--- src/rtl/core_csr_pkg.sv ---
// ============================================================================
// Module      : core_csr_pkg
// Description : Shared CSR addresses, trap causes, CSR op and FSM enums.
// Revision    : 1.0
// ============================================================================
`default_nettype none

package core_csr_pkg;

  localparam logic [11:0] C_CSR_MSTATUS  = 12'h300;
  localparam logic [11:0] C_CSR_MIE      = 12'h304;
  localparam logic [11:0] C_CSR_MTVEC    = 12'h305;
  localparam logic [11:0] C_CSR_MSCRATCH = 12'h340;
  localparam logic [11:0] C_CSR_MEPC     = 12'h341;
  localparam logic [11:0] C_CSR_MCAUSE   = 12'h342;
  localparam logic [11:0] C_CSR_MTVAL    = 12'h343;
  localparam logic [11:0] C_CSR_MIP      = 12'h344;

  localparam logic [31:0] C_CAUSE_IRQ_EXT = 32'h8000_000B;
  localparam logic [31:0] C_CAUSE_ILLEGAL = 32'd2;
  localparam logic [31:0] C_CAUSE_BREAK   = 32'd3;
  localparam logic [31:0] C_CAUSE_ECALL_M = 32'd11;

  localparam int C_MSTATUS_MIE  = 3;
  localparam int C_MSTATUS_MPIE = 7;
  localparam int C_MIX_MEI      = 11;

  typedef enum logic [1:0] {
    CSR_OP_NONE = 2'b00,
    CSR_OP_RW   = 2'b01,
    CSR_OP_RS   = 2'b10,
    CSR_OP_RC   = 2'b11
  } csr_op_e;

  typedef enum logic [1:0] {
    ST_IDLE = 2'd0,
    ST_TRAP = 2'd1,
    ST_RET  = 2'd2
  } trap_state_e;

  function automatic logic csr_is_mapped(input logic [11:0] addr);
    case (addr)
      C_CSR_MSTATUS, C_CSR_MIE, C_CSR_MTVEC, C_CSR_MSCRATCH,
      C_CSR_MEPC, C_CSR_MCAUSE, C_CSR_MTVAL, C_CSR_MIP: csr_is_mapped = 1'b1;
      default:                                          csr_is_mapped = 1'b0;
    endcase
  endfunction

  function automatic logic [31:0] csr_apply(input csr_op_e op, input logic [31:0] old,
                                            input logic [31:0] wdata);
    case (op)
      CSR_OP_RW: csr_apply = wdata;
      CSR_OP_RS: csr_apply = old | wdata;
      CSR_OP_RC: csr_apply = old & ~wdata;
      default:   csr_apply = old;
    endcase
  endfunction

endpackage

`default_nettype wire

--- src/rtl/core_csr_regfile.sv ---
// ============================================================================
// Module      : core_csr_regfile
// Description : Machine-mode CSR storage and read mux; mie/mip live only when
//               CORE_CSR_TRAP_IRQ_EN is defined.
// Revision    : 1.0
// ============================================================================
`default_nettype none

module core_csr_regfile
  import core_csr_pkg::*;
(
  input  logic        clk,
  input  logic        rst,
  input  logic [11:0] i_addr,
  output logic [31:0] o_rdata,
  input  logic        i_wen,
  input  csr_op_e     i_op,
  input  logic [31:0] i_wdata,
  input  logic        i_trap_en,
  input  logic [31:0] i_trap_cause,
  input  logic [31:0] i_trap_epc,
  input  logic [31:0] i_trap_tval,
  input  logic        i_ret_en,
  input  logic        i_ext_irq,
  output logic        o_irq_pending,
  output logic [31:0] o_mtvec,
  output logic [31:0] o_mepc
);

  logic        r_mie;
  logic        r_mpie;
  logic [31:0] r_mtvec;
  logic [31:0] r_mscratch;
  logic [31:0] r_mepc;
  logic [31:0] r_mcause;
  logic [31:0] r_mtval;
  logic [31:0] w_mie_rd;
  logic [31:0] w_mip_rd;
  logic [31:0] w_new;

`ifdef CORE_CSR_TRAP_IRQ_EN
  logic r_meie;

  always_ff @(posedge clk or posedge rst) begin
    if (rst) begin
      r_meie <= 1'b0;
    end else if (i_wen && !i_trap_en && i_addr == C_CSR_MIE) begin
      r_meie <= w_new[C_MIX_MEI];
    end
  end

  assign w_mie_rd      = {20'd0, r_meie, 11'd0};
  assign w_mip_rd      = {20'd0, i_ext_irq, 11'd0};
  assign o_irq_pending = r_mie & r_meie & i_ext_irq;
`else
  logic w_unused_irq;

  assign w_unused_irq  = i_ext_irq;
  assign w_mie_rd      = 32'd0;
  assign w_mip_rd      = 32'd0;
  assign o_irq_pending = 1'b0;
`endif

  always_comb begin
    o_rdata = 32'd0;
    case (i_addr)
      C_CSR_MSTATUS:  o_rdata = {24'd0, r_mpie, 3'd0, r_mie, 3'd0};
      C_CSR_MIE:      o_rdata = w_mie_rd;
      C_CSR_MTVEC:    o_rdata = r_mtvec;
      C_CSR_MSCRATCH: o_rdata = r_mscratch;
      C_CSR_MEPC:     o_rdata = r_mepc;
      C_CSR_MCAUSE:   o_rdata = r_mcause;
      C_CSR_MTVAL:    o_rdata = r_mtval;
      C_CSR_MIP:      o_rdata = w_mip_rd;
      default:        o_rdata = 32'd0;
    endcase
  end

  assign w_new   = csr_apply(i_op, o_rdata, i_wdata);
  assign o_mtvec = r_mtvec;
  assign o_mepc  = r_mepc;

  always_ff @(posedge clk or posedge rst) begin
    if (rst) begin
      r_mie      <= 1'b0;
      r_mpie     <= 1'b0;
      r_mtvec    <= 32'd0;
      r_mscratch <= 32'd0;
      r_mepc     <= 32'd0;
      r_mcause   <= 32'd0;
      r_mtval    <= 32'd0;
    end else if (i_trap_en) begin
      r_mepc   <= {i_trap_epc[31:2], 2'b00};
      r_mcause <= i_trap_cause;
      r_mtval  <= i_trap_tval;
      r_mpie   <= r_mie;
      r_mie    <= 1'b0;
    end else begin
      if (i_ret_en) begin
        r_mie  <= r_mpie;
        r_mpie <= 1'b1;
      end
      // mip is never written here: the top flags any mip write as illegal
      if (i_wen) begin
        case (i_addr)
          C_CSR_MSTATUS: begin
            r_mie  <= w_new[C_MSTATUS_MIE];
            r_mpie <= w_new[C_MSTATUS_MPIE];
          end
          C_CSR_MTVEC:    r_mtvec    <= {w_new[31:2], 2'b00};
          C_CSR_MSCRATCH: r_mscratch <= w_new;
          C_CSR_MEPC:     r_mepc     <= {w_new[31:2], 2'b00};
          C_CSR_MCAUSE:   r_mcause   <= w_new;
          C_CSR_MTVAL:    r_mtval    <= w_new;
          default: ;
        endcase
      end
    end
  end

endmodule

`default_nettype wire

--- src/rtl/core_csr_trap_unit.sv ---
// ============================================================================
// Module      : core_csr_trap_unit
// Description : Trap/return sequencer with cause priority and CSR op commit.
//               Interrupt entry enabled by CORE_CSR_TRAP_IRQ_EN.
// Revision    : 1.0
// ============================================================================
`default_nettype none

module core_csr_trap_unit
  import core_csr_pkg::*;
(
  input  logic        i_clk,
  input  logic        i_rst,
  input  logic        i_trap_valid,
  input  logic [31:0] i_trap_pc,
  input  logic [31:0] i_trap_instr,
  input  logic        i_trap_ecall,
  input  logic        i_trap_ebreak,
  input  logic        i_trap_mret,
  input  logic        i_trap_sret,
  input  logic        i_trap_illegal,
  input  logic        i_trap_csr_wen,
  input  logic [11:0] i_trap_csr_addr,
  input  logic [1:0]  i_trap_csr_op,
  input  logic [31:0] i_trap_csr_wdata,
  input  logic        i_trap_ext_irq,
  output logic        o_trap_busy,
  output logic        o_trap_redirect,
  output logic [31:0] o_trap_redirect_pc,
  output logic [31:0] o_trap_csr_rdata
);

  trap_state_e r_state;
  csr_op_e     w_op;
  logic        w_accept;
  logic        w_csr_access;
  logic        w_csr_write;
  logic        w_csr_bad;
  logic        w_irq;
  logic        w_take;
  logic [31:0] w_cause;
  logic [31:0] w_tval;
  logic        w_trap_en;
  logic        w_ret_en;
  logic        w_csr_wen;
  logic [31:0] w_mtvec;
  logic [31:0] w_mepc;

  assign w_op         = csr_op_e'(i_trap_csr_op);
  assign w_accept     = i_trap_valid && (r_state == ST_IDLE);
  assign w_csr_access = (w_op != CSR_OP_NONE);
  assign w_csr_write  = w_csr_access && i_trap_csr_wen;
  assign w_csr_bad    = w_csr_access && (!csr_is_mapped(i_trap_csr_addr) ||
                        (w_csr_write && i_trap_csr_addr == C_CSR_MIP));

  always_comb begin
    w_take  = 1'b1;
    w_cause = 32'd0;
    w_tval  = 32'd0;
    if (w_irq) begin
      w_cause = C_CAUSE_IRQ_EXT;
    end else if (i_trap_illegal || i_trap_sret || w_csr_bad) begin
      w_cause = C_CAUSE_ILLEGAL;
      w_tval  = i_trap_instr;
    end else if (i_trap_ebreak) begin
      w_cause = C_CAUSE_BREAK;
      w_tval  = i_trap_pc;
    end else if (i_trap_ecall) begin
      w_cause = C_CAUSE_ECALL_M;
    end else begin
      w_take  = 1'b0;
    end
  end

  // a trap suppresses both mret and any CSR write carried by the same request
  assign w_trap_en = w_accept && w_take;
  assign w_ret_en  = w_accept && !w_take && i_trap_mret;
  assign w_csr_wen = w_accept && !w_take && w_csr_write;

  core_csr_regfile u_regfile (
    .clk           (i_clk),
    .rst           (i_rst),
    .i_addr        (i_trap_csr_addr),
    .o_rdata       (o_trap_csr_rdata),
    .i_wen         (w_csr_wen),
    .i_op          (w_op),
    .i_wdata       (i_trap_csr_wdata),
    .i_trap_en     (w_trap_en),
    .i_trap_cause  (w_cause),
    .i_trap_epc    (i_trap_pc),
    .i_trap_tval   (w_tval),
    .i_ret_en      (w_ret_en),
    .i_ext_irq     (i_trap_ext_irq),
    .o_irq_pending (w_irq),
    .o_mtvec       (w_mtvec),
    .o_mepc        (w_mepc)
  );

  always_ff @(posedge i_clk or posedge i_rst) begin
    if (i_rst) begin
      r_state            <= ST_IDLE;
      o_trap_busy        <= 1'b0;
      o_trap_redirect    <= 1'b0;
      o_trap_redirect_pc <= 32'd0;
    end else begin
      o_trap_redirect <= 1'b0;
      case (r_state)
        ST_IDLE: begin
          if (w_trap_en) begin
            r_state            <= ST_TRAP;
            o_trap_busy        <= 1'b1;
            o_trap_redirect    <= 1'b1;
            o_trap_redirect_pc <= {w_mtvec[31:2], 2'b00};
          end else if (w_ret_en) begin
            r_state            <= ST_RET;
            o_trap_busy        <= 1'b1;
            o_trap_redirect    <= 1'b1;
            o_trap_redirect_pc <= w_mepc;
          end
        end
        ST_TRAP, ST_RET: begin
          r_state     <= ST_IDLE;
          o_trap_busy <= 1'b0;
        end
        default: begin
          r_state     <= ST_IDLE;
          o_trap_busy <= 1'b0;
        end
      endcase
    end
  end

endmodule

`default_nettype wire

--- config.mk ---
export PLATFORM = sky130hd
export DESIGN_NAME = core_csr_trap_unit
export DESIGN_NICKNAME = d
export VERILOG_FILES = /design/src/rtl/core_csr_pkg.sv /design/src/rtl/core_csr_regfile.sv /design/src/rtl/core_csr_trap_unit.sv
export SDC_FILE = /design/constraint.sdc
export NUM_CORES = 1
export LEC_CHECK = 0
export BUFFER_PORTS_ARGS = -buffer_cell sky130_fd_sc_hd__buf_4
export CORE_MARGIN = 2
export CORE_UTILIZATION = 44
export CTS_CLUSTER_DIAMETER = 30
export DETAILED_ROUTE_END_ITERATION = 8
export PLACE_DENSITY = 0.62
export SYNTH_ARGS = -nofsm -noshare
export SYNTH_HDL_FRONTEND = slang
export SYNTH_SLANG_ARGS = --single-unit
--- constraint.sdc ---
create_clock -name i_clk -period 14.4 [get_ports i_clk]
set_input_delay 2.88 -clock i_clk [delete_from_list [all_inputs] [get_ports i_clk]]
set_output_delay 2.88 -clock i_clk [all_outputs]
set_load 0.02 [all_outputs]
# ---- Word level (Yosys, flattened, before mapping)
# Index checks and enable logic that the tools add are counted.
dict set report totals {
  regBits 196
  input_bits 120
  out_inout_bits 66
}
dict set report classes {
  eq_ne 12
  mux 39
  bitwise 4
  n_reduce_logical 27
}
# cell n
set ops {}
lappend ops {{$mux 32} 13}
lappend ops {{$pmux 32 s6} 1}
lappend ops {{$eq 12x10->1 const B} 8}
lappend ops {{$pmux 32 s3} 1}
lappend ops {{$and 32x32->32} 1}
lappend ops {{$not 32->32} 1}
lappend ops {{$or 32x32->32} 1}
lappend ops {{$mux 1} 18}
lappend ops {{$mux 4} 3}
lappend ops {{$reduce_bool 2->1} 6}
lappend ops {{$logic_and 1x1->1} 8}
lappend ops {{$reduce_and 2->1} 4}
lappend ops {{$reduce_or 8->1} 1}
lappend ops {{$mux 2} 3}
lappend ops {{$reduce_and 3->1} 2}
lappend ops {{$eq 2x2->1 const B} 2}
lappend ops {{$logic_or 1x1->1} 3}
lappend ops {{$ne 3x1->1 const B} 1}
lappend ops {{$eq 2x1->1 const B} 1}
lappend ops {{$logic_not 1->1} 2}
lappend ops {{$logic_not 2->1} 1}
lappend ops {{$not 1->1} 1}

# ---- Longest topological paths before layout
# Gate-level depths: netlist (run 1).
dict set report logic_depth {
  word_depth 15
  ltp_mapped 10
}

# ---- By module
# A second synthesis (run 1) with hierarchy kept.
dict set report unflattened {
  cells_unflattened 1447
  hier_area_um2 12459.4
}
# module n_inst cells_per_inst area_per_inst_um2 seq_area_each_um2
set modules_own_cells {}
lappend modules_own_cells {core_csr_regfile 1 1088 9577.9 3953.8}
lappend modules_own_cells {core_csr_trap_unit 1 359 2881.5 900.9}

# ---- Worst setup path after synthesis (run 1)
# Ideal clock, no wire load.
dict set report synth_path {
  kind {in2out}
  start {input i_trap_csr_addr[1]}
  end {output o_trap_csr_rdata[30]}
  arrival_time_ns 4.230
  setup_slack_ns 7.290
  cell_stages 6
  path_buffers 3
  path_cell_list {clkbuf_1 -> nor4b_1 -> buf_2 -> buf_4 -> a22oi_1 -> a21oi_1}
}
dict set report synth_via {
  elab_chain_cells 2
  word_cells_on_any_way 7
  cone_classes {eq/ne (6); mux (1)}
}
# item line_no
set synth_lines {}
lappend synth_lines {{start: declaration} core_csr_trap_unit.sv:23} ;# input logic [11:0] i_trap_csr_addr,
lappend synth_lines {{$eq 12x10->1} core_csr_regfile.sv:66} ;# case (i_addr)
lappend synth_lines {{$pmux 32 s6 *} core_csr_regfile.sv:66}
lappend synth_lines {{end: declaration} core_csr_trap_unit.sv:30} ;# output logic [31:0] o_trap_csr_rdata
# Every way passes the cells marked *; elsewhere a longest branch is shown, timed or not.

# ---- Final worst setup path (run 1)
dict set report layout_path {
  start {input i_trap_csr_addr[0]}
  end {output o_trap_csr_rdata[30]}
}
# The elaborated chain is that of the path after synthesis.

==> metrics.csv, run 1 <==
stage;metric;value;unit
outcome;outcome;complete, no violations;
timing;setup_repair_after_global_routing_missed_its_margin;false;
die;rows;57;
layout;post-route-cell-area;12800;sq um
logic_synthesis;ys_seq_area_share;44.7;%
drt;ant_nets;0;
hold_path;kind_of_path_behind_the_tightest_hold_check;flop to flop;
drt;route.detailed.drc;0;
critical_path;critical_path.endpoint_type;primary output;
layout;drive_gt1_share;21.4;%
die;floorplan.die_area;25700;sq um
die;fp.dieH;160;um
critical_path;timing.critical_path.from_type;input pin;
cts;clock_tree.htree_level_count;4;
pwr;power.density;98.5;nW/um^2
logic_synthesis;async_flop_share;100;%
timing;fmaxAchievable;121;MHz
global_route;overflow_after_grt;0;
critical_path;rr_worst_depth;7;
cts;postCtsHoldBufs;0;
critical_path;critical_path_required;11.52;ns
cts;number_of_sinks_driven_by_the_clock_tree;192;
cts;clockRootBuffer;sky130_fd_sc_hd__clkbuf_16;
logic_synthesis;ys.warnings.count;0;
drt;via_count;9664;
critical_path;timing.reg2reg.setup_slack;10.95;ns
critical_path;critPathMaxFanout;51;
timing;period_utilisation_layout;57.6;%
cts;tritoncts_buffers;17;
timing;timing_hold_violations_final;0;
timing;final.min_clock_period;8.29;ns
die;die_width;160;um
logic_synthesis;synthesis.area_per_instance;8.69;sq um
die;placeableCoreArea;24200;sq um
cts;tritoncts_clock_tree;done;
timing;finClkSkew;0.0141;ns
logic_synthesis;synth_ff_type;sky130_fd_sc_hd__dfrtp_1;
timing;slew-limit-headroom;27.3;%
logic_synthesis;synth_cell_types;67;
layout;finish.net_count;1470;
logic_synthesis;synth-edff-count;0;
timing;finalSetupTns;0;ns
place;place.port_buffers;182;
cts;clk_transition_reported_paths;0.08;ns
global_route;grt_antenna_before_repair;0;
timing;drv_slew;0;
critical_path;regToRegStartpoint;r_state[1];
place;postPlaceCellArea;12200;sq um
critical_path;critical_path.reg2reg.endpoint;u_regfile.r_mscratch[20];
layout;insertedDiodeCount;0;
logic_synthesis;yosysTopAreaCell;sky130_fd_sc_hd__dfrtp_1;
timing;setup_viol_count_final;0;
pwr;p_leak;5.58;nW
critical_path;cp-endpoint;o_trap_csr_rdata[30];
die;start_util;44.5;%
cts;clk_path_buf_depth;2;
drt;drt_pre_antenna_iters;5;
drt;routed_via_density;5.73;
critical_path;critical_path.startpoint;i_trap_csr_addr[0];
drt;detail_route.iter0.violations;764;
layout;most_used_cells_in_the_layout_excluding_fill_and_tap_cells;sky130_fd_sc_hd__nand2_1 (281), sky130_fd_sc_hd__buf_4 (202), sky130_fd_sc_hd__dfrtp_1 (192);
place;place_congestion;0.767;
logic_synthesis;area_of_the_mapped_netlist;10800;sq um
drt;final_routed_wirelength_across_all_metal_layers;33700;um
cts;clock_insertion_delay_at_the_later_pin_of_the_skew_report;0.44;ns
hold_path;timing.hold.worst_path_depth;2;
cts;cts-resized-gates;0;
critical_path;path_class;input pin to primary output;
place;place.detailed.hpwl;20300;um
logic_synthesis;synthTopCellsByArea;sky130_fd_sc_hd__dfrtp_1 (45%), sky130_fd_sc_hd__nand2_1 (9.8%), sky130_fd_sc_hd__a22oi_1 (5.2%);
layout;layout.cells.most_common;sky130_fd_sc_hd__nand2_1;
pwr;vdd_ir_drop_max;63.4;uV
layout;area_delta_synth_final;19.5;%
critical_path;critPathArrivalTime;5.41;ns
logic_synthesis;synth_largest_type_area_fraction;44.7;%
timing;timing_worst_slew_pin_value;1.09;ns
logic_synthesis;synth.ff_latch_count;192;
drt;drt-wirelength-per-cell;20.0;um
die;floorplan.io_pins;186;
global_route;number_of_global_route_vias_before_repair;9304;
logic_synthesis;netlist_instances;1238;
global_route;grt_util_all_layers;26.8;%
global_route;first_pass_grt_wire_length;53900;um
global_route;grt_start_max_net_pins;135;
run;cap_violations;0;
cts;setup_fix_bufs_post_cts;0;
kinds of logic (layout without fill, tap and decap cells):
group                  after synthesis  in the layout  share of synthesized area, %
flip-flops                         192            192                          44.7
AND/OR/NAND/NOR                    433            433                          18.6
multiplexers                        39             39                          4.03
AO/OA/AOI/OAI                      421            421                          25.1
other                                1              2                        0.0349
buffers and inverters              125            249                          5.39
XOR/XNOR                            27             27                          2.20
metal layers:
metal / part of all wire, % / global-route usage [%] / vias to the layer above
met5: 0 / 0 / -
met4: 1.1 / 5.81 / 0
met3: 6.1 / 3.77 / 35
met2: 46 / 42.5 / 326
met1: 47 / 39.2 / 4707
li1: - / - / 4596
worst min-delay path by stage:
stage                                   startpoint  slack, ns                       end
after floorplan            u_regfile.r_mscratch[7]       0.44   u_regfile.r_mscratch[7]
after global placement    u_regfile.r_mscratch[19]       0.46  u_regfile.r_mscratch[19]
after detailed placement               o_trap_busy       0.47               o_trap_busy
after CTS                              o_trap_busy       0.49               o_trap_busy
after global routing       u_regfile.r_mscratch[4]       0.52   u_regfile.r_mscratch[4]
final                                  o_trap_busy       0.48               o_trap_busy
stage by stage:
step	worst slack (ns)	util [%]	power, mW	instances	hold slack [ns]
3_3_place_gp	6.15	50.6	0.770	1655	0.462
6_report	6.11	53.1	1.27	1687	0.478
5_1_grt	6.02	53.1	1.32	1687	0.518
2_1_floorplan	6.29	-	0.706	1239	0.444
4_1_cts	6.15	53.1	1.27	1687	0.486
3_5_place_dp	6.15	50.6	0.774	1655	0.466
flip-flops by register name, summed over array words and instances (netlist names):
| register | count |
|---|---|
| u_regfile.r_mie | 1 |
| u_regfile.r_mscratch | 32 |
| o_trap_redirect_pc | 30 |
| o_trap_busy | 1 |
| u_regfile.r_mpie | 1 |
| u_regfile.o_mepc | 30 |
| r_state | 2 |
| u_regfile.r_mcause | 32 |
| u_regfile.o_mtvec | 30 |
| o_trap_redirect | 1 |
| u_regfile.r_mtval | 32 |
layout make-up:
class | instances | area, sq um
fillers | 2331 | 11300
multi-input cells | 922 | 5440
flip-flops and latches | 192 | 4800
repair buffers | 202 | 1520
clock buffers | 19 | 443
well taps | 324 | 405
clock inverters | 13 | 178
inverters | 15 | 65.1
Yosys cell counts, types with 3 or more instances:
cell / count
sky130_fd_sc_hd__nor4bb_1: 3
sky130_fd_sc_hd__nand3_1: 10
sky130_fd_sc_hd__nor2b_1: 10
sky130_fd_sc_hd__buf_4: 11
sky130_fd_sc_hd__o31ai_1: 6
sky130_fd_sc_hd__mux2i_1: 5
sky130_fd_sc_hd__nand2_1: 281
sky130_fd_sc_hd__and2_1: 30
sky130_fd_sc_hd__or2_2: 3
sky130_fd_sc_hd__dfrtp_1: 192
sky130_fd_sc_hd__o21ai_1: 25
sky130_fd_sc_hd__a31oi_1: 10
sky130_fd_sc_hd__nand4_1: 3
sky130_fd_sc_hd__o21a_1: 48
sky130_fd_sc_hd__xnor2_1: 27
sky130_fd_sc_hd__nor2_1: 26
sky130_fd_sc_hd__o2bb2ai_1: 7
sky130_fd_sc_hd__nand2b_1: 30
sky130_fd_sc_hd__buf_6: 3
sky130_fd_sc_hd__clkbuf_1: 52
sky130_fd_sc_hd__buf_2: 36
sky130_fd_sc_hd__inv_1: 14
sky130_fd_sc_hd__buf_1: 7
sky130_fd_sc_hd__nor4_1: 7
sky130_fd_sc_hd__mux2_2: 34
sky130_fd_sc_hd__a22oi_1: 75
sky130_fd_sc_hd__a21oi_1: 71
sky130_fd_sc_hd__nor3_1: 7
sky130_fd_sc_hd__o21ai_0: 106
sky130_fd_sc_hd__o211ai_1: 52
sky130_fd_sc_hd__o221ai_1: 3
worst max-delay path, cell delays in order:
cell and delay [ns]:
sky130_fd_sc_hd__buf_4 0.58, sky130_fd_sc_hd__nor4bb_4 0.81, sky130_fd_sc_hd__buf_4 0.43, sky130_fd_sc_hd__a22oi_1 0.12, sky130_fd_sc_hd__a21oi_1 0.35, sky130_fd_sc_hd__buf_4 0.21
report_power, final:
group | total (mW) | internal [mW] | switching (mW)
logic | 0.180 | 0.0786 | 0.102
clock network | 0.503 | 0.282 | 0.221
registers | 0.583 | 0.565 | 0.0174
total | 1.27 | 0.926 | 0.340
(Power assumes the default switching activity.)
==> run 2: changes to the inputs <==
--- a/config.mk
+++ b/config.mk
@@ -10,7 +10,7 @@
 export CORE_UTILIZATION = 44
 export CTS_CLUSTER_DIAMETER = 30
 export DETAILED_ROUTE_END_ITERATION = 8
-export PLACE_DENSITY = 0.62
+export PLACE_DENSITY = 0.65
 export SYNTH_ARGS = -nofsm -noshare
 export SYNTH_HDL_FRONTEND = slang
 export SYNTH_SLANG_ARGS = --single-unit
==> constraint.sdc (replaced) <==
create_clock -name i_clk -period 7.5 [get_ports i_clk]
set_input_delay 1.5 -clock i_clk [delete_from_list [all_inputs] [get_ports i_clk]]
set_output_delay 1.5 -clock i_clk [all_outputs]
set_load 0.02 [all_outputs]
==> metrics.csv, run 2 (synthesis results as in run 1) <==
stage;metric;value;unit
cts;cts-resized-gates;0;
timing;period_utilisation_layout;74.3;%
pwr;power.density;183;nW/um^2
global_route;grt_util_all_layers;26.7;%
pwr;p_leak;5.56;nW
layout;post-route-cell-area;12800;sq um
critical_path;critical_path_required;6.00;ns
drt;ant_nets;0;
timing;setup_viol_count_final;0;
layout;most_used_cells_in_the_layout_excluding_fill_and_tap_cells;sky130_fd_sc_hd__nand2_1 (280), sky130_fd_sc_hd__buf_4 (198), sky130_fd_sc_hd__dfrtp_1 (192);
critical_path;regToRegStartpoint;r_state[1];
timing;post-route-worst-setup-slack;1.93;ns
layout;finish.net_count;1468;
die;start_util;44.5;%
cts;clock_tree.htree_level_count;4;
die;rows;57;
layout;layout.filler_cells;2269;
global_route;grt_antenna_before_repair;0;
hold_path;worstHoldEndpoint;u_regfile.r_mscratch[7];
hold_path;kind_of_path_behind_the_tightest_hold_check;flop to flop;
timing;drv_slew;0;
layout;area_delta_synth_final;19.0;%
drt;drt_pre_antenna_iters;5;
cts;number_of_sinks_driven_by_the_clock_tree;192;
timing;timing_worst_slew_pin_value;1.22;ns
cts;clk_path_buf_depth;2;
critical_path;critical_path.endpoint_type;primary output;
place;postPlaceCellArea;12200;sq um
global_route;overflow_after_grt;0;
timing;finClkSkew;0.0139;ns
timing;fmaxAchievable;180;MHz
layout;drive_gt1_share;21.5;%
critical_path;rr_worst_depth;7;
outcome;outcome;complete, no violations;
critical_path;path_class;input pin to primary output;
cts;clock_insertion_delay_at_the_later_pin_of_the_skew_report;0.44;ns
place;place.detailed.hpwl;20400;um
hold_path;hold_path_startpoint;u_regfile.r_mscratch[7];
cts;tritoncts_buffers;17;
global_route;grt_start_max_net_pins;129;
die;floorplan.io_pins;186;
place;dp_slack;1.96;ns
drt;routed_via_density;5.74;
place;place_congestion;0.802;
global_route;number_of_global_route_vias_before_repair;9439;
die;fp.dieH;160;um
critical_path;critPathMaxFanout;51;
layout;area_of_the_multi_input_gates;5450;sq um
layout;layout.cells.most_common;sky130_fd_sc_hd__nand2_1;
layout;layout_top_registers;u_regfile.r_mcause: 32 flops, u_regfile.r_mscratch: 32 flops, u_regfile.r_mtval: 32 flops;
drt;final_routed_wirelength_across_all_metal_layers;33800;um
pwr;total_power;2.34;mW
timing;setup_repair_after_global_routing_missed_its_margin;false;
critical_path;timing.reg2reg.setup_slack;4.07;ns
die;floorplan.die_area;25700;sq um
layout;sequential_area;4800;sq um
critical_path;critical_path.reg2reg.endpoint;u_regfile.r_mscratch[20];
cts;tritoncts_clock_tree;done;
hold_path;timing.hold.worst_path_depth;2;
pwr;vdd_ir_drop_max;107;uV
timing;slew-limit-headroom;17.9;%
cts;clockRootBuffer;sky130_fd_sc_hd__clkbuf_16;
critical_path;timing.critical_path.from_type;input pin;
cts;postCtsHoldBufs;0;
layout;insertedDiodeCount;0;
die;placeableCoreArea;24200;sq um
drt;drt-wirelength-per-cell;20.1;um
drt;via_count;9664;
timing;finalSetupTns;0;ns
cts;clk_transition_reported_paths;0.07;ns
global_route;first_pass_grt_wire_length;53900;um
die;die_width;160;um
cts;setup_fix_bufs_post_cts;0;
timing;final.min_clock_period;5.57;ns
run;cap_violations;0;
drt;detail_route.iter0.violations;802;
drt;route.detailed.drc;0;
timing;timing_hold_violations_final;0;
place;place.port_buffers;182;
critical_path;critPathArrivalTime;4.07;ns
==> run 2: worst max path at each step <==
| stage | start | endpoint | cells after the start |
|---|---|---|---|
| final | i_trap_csr_addr[0] | o_trap_csr_rdata[25] | 6 |
| after global routing | i_trap_csr_addr[0] | o_trap_csr_rdata[20] | 6 |
| after CTS | i_trap_csr_addr[0] | o_trap_csr_rdata[30] | 6 |
| after detailed placement | i_trap_csr_addr[0] | o_trap_csr_rdata[30] | 6 |
| after global placement | i_trap_csr_addr[0] | o_trap_csr_rdata[30] | 6 |
| after floorplan | i_rst | o_trap_busy | 1 |
==> run 2: worst max-delay path, cell delays in order <==
cell	delay, ns
sky130_fd_sc_hd__buf_4	0.59
sky130_fd_sc_hd__nor4bb_4	0.87
sky130_fd_sc_hd__buf_4	0.45
sky130_fd_sc_hd__a22oi_1	0.15
sky130_fd_sc_hd__a21oi_1	0.28
sky130_fd_sc_hd__buf_4	0.19
==> run 2: per-layer routing <==
| metal | vias to the layer above | part of all wire [%] | track usage (%) |
|---|---|---|---|
| li1 | 4576 | - | - |
| met1 | 4682 | 45 | 38.0 |
| met2 | 361 | 46 | 42.3 |
| met3 | 45 | 6.9 | 4.62 |
| met4 | 0 | 2.0 | 7.53 |
| met5 | - | 0 | 0 |
==> run 2: cell type report <==
| type | count | area share (%) |
|---|---|---|
| Clock buffer | 18 | 3.43 |
| Clock inverter | 13 | 0.880 |
| Inverter | 15 | 0.508 |
| Multi-Input combinational cell | 922 | 42.6 |
| Sequential cell | 192 | 37.5 |
| Tap cell | 324 | 3.17 |
| Timing Repair Buffer | 200 | 11.9 |
==> run 2: metrics by stage <==
stage	hold slack, ns	util (%)	std cells
floorplan	0.444	-	1239
global placement	0.462	50.7	1653
detailed placement	0.471	50.7	1653
CTS	0.486	52.9	1684
global route	0.503	52.9	1684
finish	0.482	52.9	1684
==> run 2: power breakdown <==
group / switching (mW) / internal (mW) / total, mW
registers: 0.0338 / 1.09 / 1.12
clock network: 0.409 / 0.465 / 0.874
logic: 0.196 / 0.152 / 0.348
total: 0.639 / 1.70 / 2.34
